$ cat src/rtl/pipeline_pkg.sv
// Shared definitions for the pipeline stage registers: register encodings,
// control field widths and the packed per-stage control word.
package pipeline_pkg;

    localparam int REG_W    = 4;
    localparam int OPTYPE_W = 2;
    localparam int OPCODE_W = 4;

    // Rd value that can never match a real source register, so bubbles never forward.
    localparam logic [REG_W-1:0] NO_REG = 4'hF;

    typedef struct packed {
        logic [REG_W-1:0]    Rd;
        logic [OPTYPE_W-1:0] opType;
        logic [OPCODE_W-1:0] opCode;
        logic                regWrite;
        logic                valid;
    } stage_ctrl_t;

    localparam stage_ctrl_t BUBBLE_CTRL = '{NO_REG, 2'b00, 4'b0000, 1'b0, 1'b0};

endpackage

$ cat src/rtl/pipe_stage_reg.sv
// Generic pipeline register: async reset and synchronous clear both load RST_VAL,
// clear beats enable so a flush always wins over a hold.
module pipe_stage_reg #(
    parameter int           W       = 8,
    parameter logic [W-1:0] RST_VAL = '0
) (
    input  logic         clk,
    input  logic         rst,
    input  logic         en,
    input  logic         clr,
    input  logic [W-1:0] d,
    output logic [W-1:0] q
);

    logic [W-1:0] data_q;

    always_ff @(posedge clk or posedge rst) begin
        if (rst) begin
            data_q <= RST_VAL;
        end else if (clr) begin
            data_q <= RST_VAL;
        end else if (en) begin
            data_q <= d;
        end
    end

    assign q = data_q;

endmodule

$ cat src/rtl/pipeline_stage_regs.sv
// IF/ID, ID/EX, EX/MEM and MEM/WB registers with stall, per-stage flush and an
// optional bubble counter enabled by macro PIPE_PERF_CNT_EN.
module pipeline_stage_regs
    import pipeline_pkg::*;
#(
    parameter int DATA_W = 32
) (
    input  logic                clk,
    input  logic                rst,
    input  logic                stall,
    input  logic                flush1,
    input  logic                flush2,
    input  logic                flush3,
    input  logic                flush4,
    input  logic                flush5,
    input  logic [DATA_W-1:0]   if_instr,
    input  logic [DATA_W-1:0]   if_pc,
    input  logic [REG_W-1:0]    id_Rd,
    input  logic [OPTYPE_W-1:0] id_opType,
    input  logic [OPCODE_W-1:0] id_opCode,
    input  logic                id_regWrite,
    input  logic [DATA_W-1:0]   ex_aluResult,
    input  logic [DATA_W-1:0]   mem_Result,
    output logic [DATA_W-1:0]   ifid_instr,
    output logic [DATA_W-1:0]   ifid_pc,
    output logic                ifid_valid,
    output logic [REG_W-1:0]    idex_Rd,
    output logic [OPTYPE_W-1:0] idex_opType,
    output logic [OPCODE_W-1:0] idex_opCode,
    output logic                idex_regWrite,
    output logic                idex_valid,
    output logic [REG_W-1:0]    Rd_EXMEM,
    output logic [OPTYPE_W-1:0] exmem_opType,
    output logic [DATA_W-1:0]   exmem_aluResult,
    output logic                exmem_valid,
    output logic [REG_W-1:0]    Rd_MEMWB,
    output logic [DATA_W-1:0]   memwb_Result,
    output logic                memwb_regWrite,
    output logic                memwb_valid,
    output logic [15:0]         bubble_cnt
);

    typedef struct packed {
        logic [DATA_W-1:0] instr;
        logic [DATA_W-1:0] pc;
        logic              valid;
    } ifid_t;

    typedef struct packed {
        logic [REG_W-1:0]    Rd;
        logic [OPTYPE_W-1:0] opType;
        logic                regWrite;
        logic                valid;
        logic [DATA_W-1:0]   aluResult;
    } exmem_t;

    typedef struct packed {
        logic [REG_W-1:0]  Rd;
        logic              regWrite;
        logic              valid;
        logic [DATA_W-1:0] result;
    } memwb_t;

    localparam ifid_t  IFID_BUBBLE  = ifid_t'('0);
    localparam exmem_t EXMEM_BUBBLE = exmem_t'({NO_REG, {(DATA_W + 4){1'b0}}});
    localparam memwb_t MEMWB_BUBBLE = memwb_t'({NO_REG, {(DATA_W + 2){1'b0}}});

    logic        fValid_q;
    ifid_t       ifid_d, ifid_q;
    stage_ctrl_t idex_d, idex_q;
    exmem_t      exmem_d, exmem_q;
    memwb_t      memwb_d, memwb_q;

    // The fetch token becomes valid on the first edge after reset release.
    always_ff @(posedge clk or posedge rst) begin
        if (rst) begin
            fValid_q <= 1'b0;
        end else begin
            fValid_q <= 1'b1;
        end
    end

    assign ifid_d  = '{if_instr, if_pc, fValid_q & ~flush1};
    assign idex_d  = '{id_Rd, id_opType, id_opCode, id_regWrite, 1'b1};
    assign exmem_d = '{idex_q.Rd, idex_q.opType, idex_q.regWrite, 1'b1, ex_aluResult};
    assign memwb_d = '{exmem_q.Rd, exmem_q.regWrite, 1'b1, mem_Result};

    pipe_stage_reg #(.W($bits(ifid_t)), .RST_VAL(IFID_BUBBLE)) u_ifid (
        .clk(clk), .rst(rst), .en(~stall), .clr(flush2), .d(ifid_d), .q(ifid_q)
    );

    // Invalid upstream entries are loaded as full bubbles so valid gates every field.
    pipe_stage_reg #(.W($bits(stage_ctrl_t)), .RST_VAL(BUBBLE_CTRL)) u_idex (
        .clk(clk), .rst(rst), .en(1'b1), .clr(flush3 | stall | ~ifid_q.valid),
        .d(idex_d), .q(idex_q)
    );

    pipe_stage_reg #(.W($bits(exmem_t)), .RST_VAL(EXMEM_BUBBLE)) u_exmem (
        .clk(clk), .rst(rst), .en(1'b1), .clr(flush4 | ~idex_q.valid),
        .d(exmem_d), .q(exmem_q)
    );

    pipe_stage_reg #(.W($bits(memwb_t)), .RST_VAL(MEMWB_BUBBLE)) u_memwb (
        .clk(clk), .rst(rst), .en(1'b1), .clr(flush5 | ~exmem_q.valid),
        .d(memwb_d), .q(memwb_q)
    );

    assign ifid_instr      = ifid_q.instr;
    assign ifid_pc         = ifid_q.pc;
    assign ifid_valid      = ifid_q.valid;
    assign idex_Rd         = idex_q.Rd;
    assign idex_opType     = idex_q.opType;
    assign idex_opCode     = idex_q.opCode;
    assign idex_regWrite   = idex_q.regWrite;
    assign idex_valid      = idex_q.valid;
    assign Rd_EXMEM        = exmem_q.valid ? exmem_q.Rd : NO_REG;
    assign exmem_opType    = exmem_q.opType;
    assign exmem_aluResult = exmem_q.aluResult;
    assign exmem_valid     = exmem_q.valid;
    assign Rd_MEMWB        = memwb_q.valid ? memwb_q.Rd : NO_REG;
    assign memwb_Result    = memwb_q.result;
    assign memwb_regWrite  = memwb_q.regWrite;
    assign memwb_valid     = memwb_q.valid;

`ifdef PIPE_PERF_CNT_EN
    logic [15:0] bubbleCnt_d, bubbleCnt_q;

    // Counts only stall/flush3 bubbles, not those caused by an empty IF/ID.
    always_comb begin
        bubbleCnt_d = bubbleCnt_q;
        if ((stall || flush3) && (bubbleCnt_q != 16'hFFFF)) begin
            bubbleCnt_d = bubbleCnt_q + 16'd1;
        end
    end

    always_ff @(posedge clk or posedge rst) begin
        if (rst) begin
            bubbleCnt_q <= 16'h0000;
        end else begin
            bubbleCnt_q <= bubbleCnt_d;
        end
    end

    assign bubble_cnt = bubbleCnt_q;
`else
    assign bubble_cnt = 16'h0000;
`endif

endmodule

$ cat config.mk
export PLATFORM = sky130hd
export DESIGN_NAME = pipeline_stage_regs
export DESIGN_NICKNAME = d
export VERILOG_FILES = /design/src/rtl/pipeline_pkg.sv /design/src/rtl/pipe_stage_reg.sv /design/src/rtl/pipeline_stage_regs.sv
export SDC_FILE = /design/constraint.sdc
export NUM_CORES = 1
export LEC_CHECK = 0
export ABC_AREA = 1
export BUFFER_PORTS_ARGS = -buffer_cell sky130_fd_sc_hd__buf_2
export CAP_MARGIN = 20
export CORE_UTILIZATION = 30
export DETAILED_ROUTE_END_ITERATION = 8
export SKIP_LAST_GASP = 1
export SLEW_MARGIN = 30
export SYNTH_ARGS = -nofsm -noshare
export SYNTH_HDL_FRONTEND = slang
export SYNTH_HIERARCHICAL = 1
export SYNTH_SLANG_ARGS = --single-unit
$ cat constraint.sdc
create_clock -name clk -period 2.7 [get_ports clk]
set_input_delay 0.405 -clock clk [delete_from_list [all_inputs] [get_ports clk]]
set_output_delay 0.405 -clock clk [all_outputs]
set_load 0.01 [all_outputs]
# Word level (Yosys, flattened, before mapping)
# Cells that the tools add are included.
# W data, S select, Z words.
# totals
ff_bits	156
in_bits	147
output_inout_bits	170
word_cells	22
# op_classes
eq_ne	1
mux	7
n_bitwise	9
# op_table
op	n
$mux W65	2
$mux W40	1
$mux W38	1
$mux W12	1
$mux W4	2
$not A1 Y1	4
$or A1 B1 Y1	4
$ne A2 B1 Y1 const B	1
$and A1 B1 Y1	1

# Longest topological paths before layout
# logic_depth
word_depth	4
ltp_mapped	7
mapped_depth_nobuf	5

# By module
# Netlist, hierarchy kept.
# modules_own_cells
mod	instances	cells_per_inst	area_each_um2	seq_area_each_um2
pipe_stage_reg at u_ifid	1	284	2576.2	1626.6
pipe_stage_reg at u_exmem	1	175	1829.3	1006.0
pipe_stage_reg at u_memwb	1	166	1520.2	955.9
pipe_stage_reg at u_idex	1	53	485.5	305.3
pipeline_stage_regs	1	45	250.2	25.0

# Least setup slack after synthesis
# OpenSTA, ideal clock, no wires.
# synth_timing
kind	register to register
start	register u_exmem.data_q[32] (netlist: u_exmem/q[32])
end	register u_memwb.data_q[0] (netlist: u_memwb/q[0])
setup_ns	0.065
arrival_ns	1.045
required_time_ns	2.635
slack_ns	1.590
stages_incl_launch_ff	6
n_path_buf	1
synth_period_minus_slack_ns	1.110
path_cell_list	dfrtp_1 > nand2_1 > inv_2 > buf_2 > nand3_1 > nand2_1
# synth_via
elab_chain_cells	3
# synth_lines
item	line	source
start, declared	pipe_stage_reg.sv:15	logic [W-1:0] data_q;
start signal, assigned	pipe_stage_reg.sv:19	data_q <= RST_VAL;
start signal, assigned	pipe_stage_reg.sv:21	data_q <= RST_VAL;
start signal, assigned	pipe_stage_reg.sv:23	data_q <= d;
$not A1 Y1	pipeline_stage_regs.sv:104	.clk(clk), .rst(rst), .en(1'b1), .clr(flush5 | ~exmem_q.valid),
$or A1 B1 Y1	pipeline_stage_regs.sv:104	
$mux W38	pipe_stage_reg.sv:20	end else if (clr) begin
end signal, assigned	pipe_stage_reg.sv:19	
end signal, assigned	pipe_stage_reg.sv:21	
end signal, assigned	pipe_stage_reg.sv:23	
end, declared	pipe_stage_reg.sv:15	
# Every way passes these cells.
# A chain may end at the register's enable or synchronous reset.

# Worst setup path after layout
# layout_timing
start	register u_exmem.data_q[36] (netlist: u_exmem/q[36])
end	output port Rd_EXMEM[0]
# layout_via
elab_chain_cells	1
# layout_lines
item	line	source
$mux W4	pipeline_stage_regs.sv:116	assign Rd_EXMEM = exmem_q.valid ? exmem_q.Rd : NO_REG;
end, declared	pipeline_stage_regs.sv:32	output logic [REG_W-1:0] Rd_EXMEM,
# Every way passes these cells.

==> flow_metrics.env <==
export IMPL_start_kind="register"
export IMPL_cts_tree="built"
export IMPL_vias_per_cell=4.35
export IMPL_portBuffers=300
export IMPL_netlist_area_um2=6660
export IMPL_antenna_diode_count=0
export IMPL_rsz0062_at_grt="false"
export IMPL_timing_final_crit_share=0.592
export IMPL_syn_area_per_cell_um2=9.21
export IMPL_drive_gt1_frac=0.388
export IMPL_slowest_stage="dfstp_2"
export IMPL_setup_viol=0
export IMPL_grt_pass1_vias=5311
export IMPL_nFillCells=2231
export IMPL_cts_path_max_buffers=2
export IMPL_hold_slack_ns=0.211
export IMPL_setup_tns_ns=0
export IMPL_grt_max_degree=66
export IMPL_fmax_mhz=625
export IMPL_io_pins=317
export IMPL_synth_area_leaders="dfrtp_1 (54%), nand2_1 (18%), nand3_1 (8.5%)"
export IMPL_crit_path_end_kind="output port"
export IMPL_start_util=0.305
export IMPL_setup_ws_ns=1.10
export IMPL_drc=0
export IMPL_nets=1160
export IMPL_drtIter0Drc=227
export IMPL_vias=5680
export IMPL_die_h_um=151
export IMPL_dr_pass1_iters=4
export IMPL_htreeDepth=4
export IMPL_slowest_delay_ns=0.56
export IMPL_post_cts_buffers=0
export IMPL_path_cells="inv_1, nand2_1, buf_2"
export IMPL_antenna_found_initial=0
export IMPL_yosysSeqAreaShare=0.588
export IMPL_r2r_slack_ns=1.17
export IMPL_postRouteAntennaNets=0
export IMPL_layout_common_cells="nand2_1 (311), buf_2 (300), dfrtp_1 (144)"
export IMPL_p_per_area_nw_per_um2=600
export IMPL_yosys_warnings=6
export IMPL_ir_worst_vdd_v=0.000340
export IMPL_grt_use_total=0.155
export IMPL_area_delta_synth_final_pct=33.0
export IMPL_routabilityCongestion=0.764
export IMPL_wire_per_inst_um=13.6
export IMPL_crit_fanout=3
export IMPL_gr_total_overflow=0
export IMPL_dpl_hpwl_um=12200
export IMPL_hold_violations=0
export IMPL_die_w_um=151
export IMPL_tightest_slew_ns=1.56
export IMPL_cts_sinks=156
export IMPL_clk_pin_slew_ns=0.08
export IMPL_status="finished, violations left"
export IMPL_arrival_ns=1.19
export IMPL_cts_root_buf="clkbuf_16"
export IMPL_core_area_um2=21800
export IMPL_leakage_nw=5.26
export IMPL_final_common_cell="nand2_1"
export IMPL_syn_inst=723
export IMPL_crit_type="register to output port"
export IMPL_hold_path_class="input port to register"
export IMPL_relSlewSlack=-0.0396
export IMPL_layout_min_cycle_time_ns=1.60
export IMPL_totalWireLength_um=17800
export IMPL_numCtsBuffers=17
export IMPL_maxSlewViolCount=39
export IMPL_post_place_ws_ns=1.12
export IMPL_cap_violations=0
export IMPL_synth_top_area_cell="dfrtp_1"
export IMPL_clock_latency_ns=0.42
export IMPL_violations="slew limit"
export IMPL_finClkSkew_ns=0.00827
export IMPL_dieArea_um2=22800
export IMPL_rows=54
export IMPL_synth_cell_types=20
export IMPL_synth_top_area_frac=0.541
export IMPL_ys_ff_latch=156
export IMPL_cp_required_ns=2.30
export IMPL_grt_pass1_wl_um=27500
worst max-delay path, delay by kind of cell (launching register included):
| family | cells | cell delay (ns) |
|---|---|---|
| flops | 1 | 0.56 |
| buf+inv | 2 | 0.18 |
| simple gates | 1 | 0.05 |
state kept, by name (all words and copies together) (netlist names):
register / cells
fValid_q: 1
u_memwb/q: 38
u_exmem/q: 40
u_idex/q: 12
u_ifid/q: 65
final timing paths:
check | start | endpoint | depth (start not counted)
max | u_exmem/q[36] | Rd_EXMEM[0] | 3
max reg2reg | u_exmem/q[32] | u_memwb/q[2] | 4
min in group asynchronous | rst | fValid_q | 3
min reg2reg | u_ifid/q[8] | u_ifid/q[8] | 2
max in group asynchronous | rst | u_memwb/q[11] | 4
min | if_pc[19] | u_ifid/q[20] | 3
per-layer routing:
layer / up-vias / wire length [µm] / track usage
met5: - / 0 / 0
met4: 0 / 186 / 0.0470
met1: 2629 / 7950 / 0.202
li1: 2826 / - / -
met3: 9 / 1500 / 0.0554
met2: 216 / 8130 / 0.240
power breakdown:
part | internal, W | switching (W) | total (W)
clock network | 0.00143 | 0.00106 | 0.00249
registers | 0.00239 | 0.0000311 | 0.00243
logic | 0.000155 | 0.000252 | 0.000407
total | 0.00398 | 0.00134 | 0.00532
synthesized netlist by cell type:
| cell | n |
|---|---|
| nor2_1 | 3 |
| buf_8 | 1 |
| inv_2 | 1 |
| nand3_1 | 113 |
| inv_4 | 1 |
| buf_6 | 13 |
| buf_1 | 2 |
| dfstp_2 | 12 |
| nand2_1 | 311 |
| buf_2 | 19 |
| nand3_2 | 30 |
| conb_1 | 2 |
| a21oi_1 | 12 |
| buf_4 | 26 |
| nor2_2 | 2 |
| inv_1 | 19 |
| dfrtp_1 | 144 |
| nor2_4 | 1 |
| clkbuf_1 | 1 |
| nand2_2 | 10 |
logic make-up (layout without fill, tap and decap cells):
logic type,count (synthesis),after routing,share of synthesized area
AND/OR/NAND/NOR,470,470,0.320
flip-flops,156,156,0.588
buffers and inverters,83,359,0.0817
AO/OA/AOI/OAI,12,12,0.00902
other,2,28,0.00113
final cells by class:
type	count	area [µm²]	share of cell area
clock buffer	18	439	0.0496
clock inverter	13	171	0.0194
inverter	21	81.3	0.00918
multi-input combinational	510	2300	0.260
sequential	156	3920	0.442
tap	280	350	0.0395
timing repair buffer	307	1590	0.180
metrics by stage:
step	cell area (µm²)	std cells	utilization	power, W
after CTS	8860	1305	0.406	0.00541
after floorplan	6760	749	-	0.00268
final	8860	1305	0.406	0.00532
after global routing	8860	1305	0.406	0.00558
after global placement	8240	1273	0.377	0.00287
after detailed placement	8240	1273	0.377	0.00287
repair_timing:
| action | in CTS | in global routing |
|---|---|---|
| hold buffers | 1 | 0 |
| resized for setup | 0 | 0 |
| hold endpoints to repair | 10 | 0 |
(Power assumes the default switching activity.)
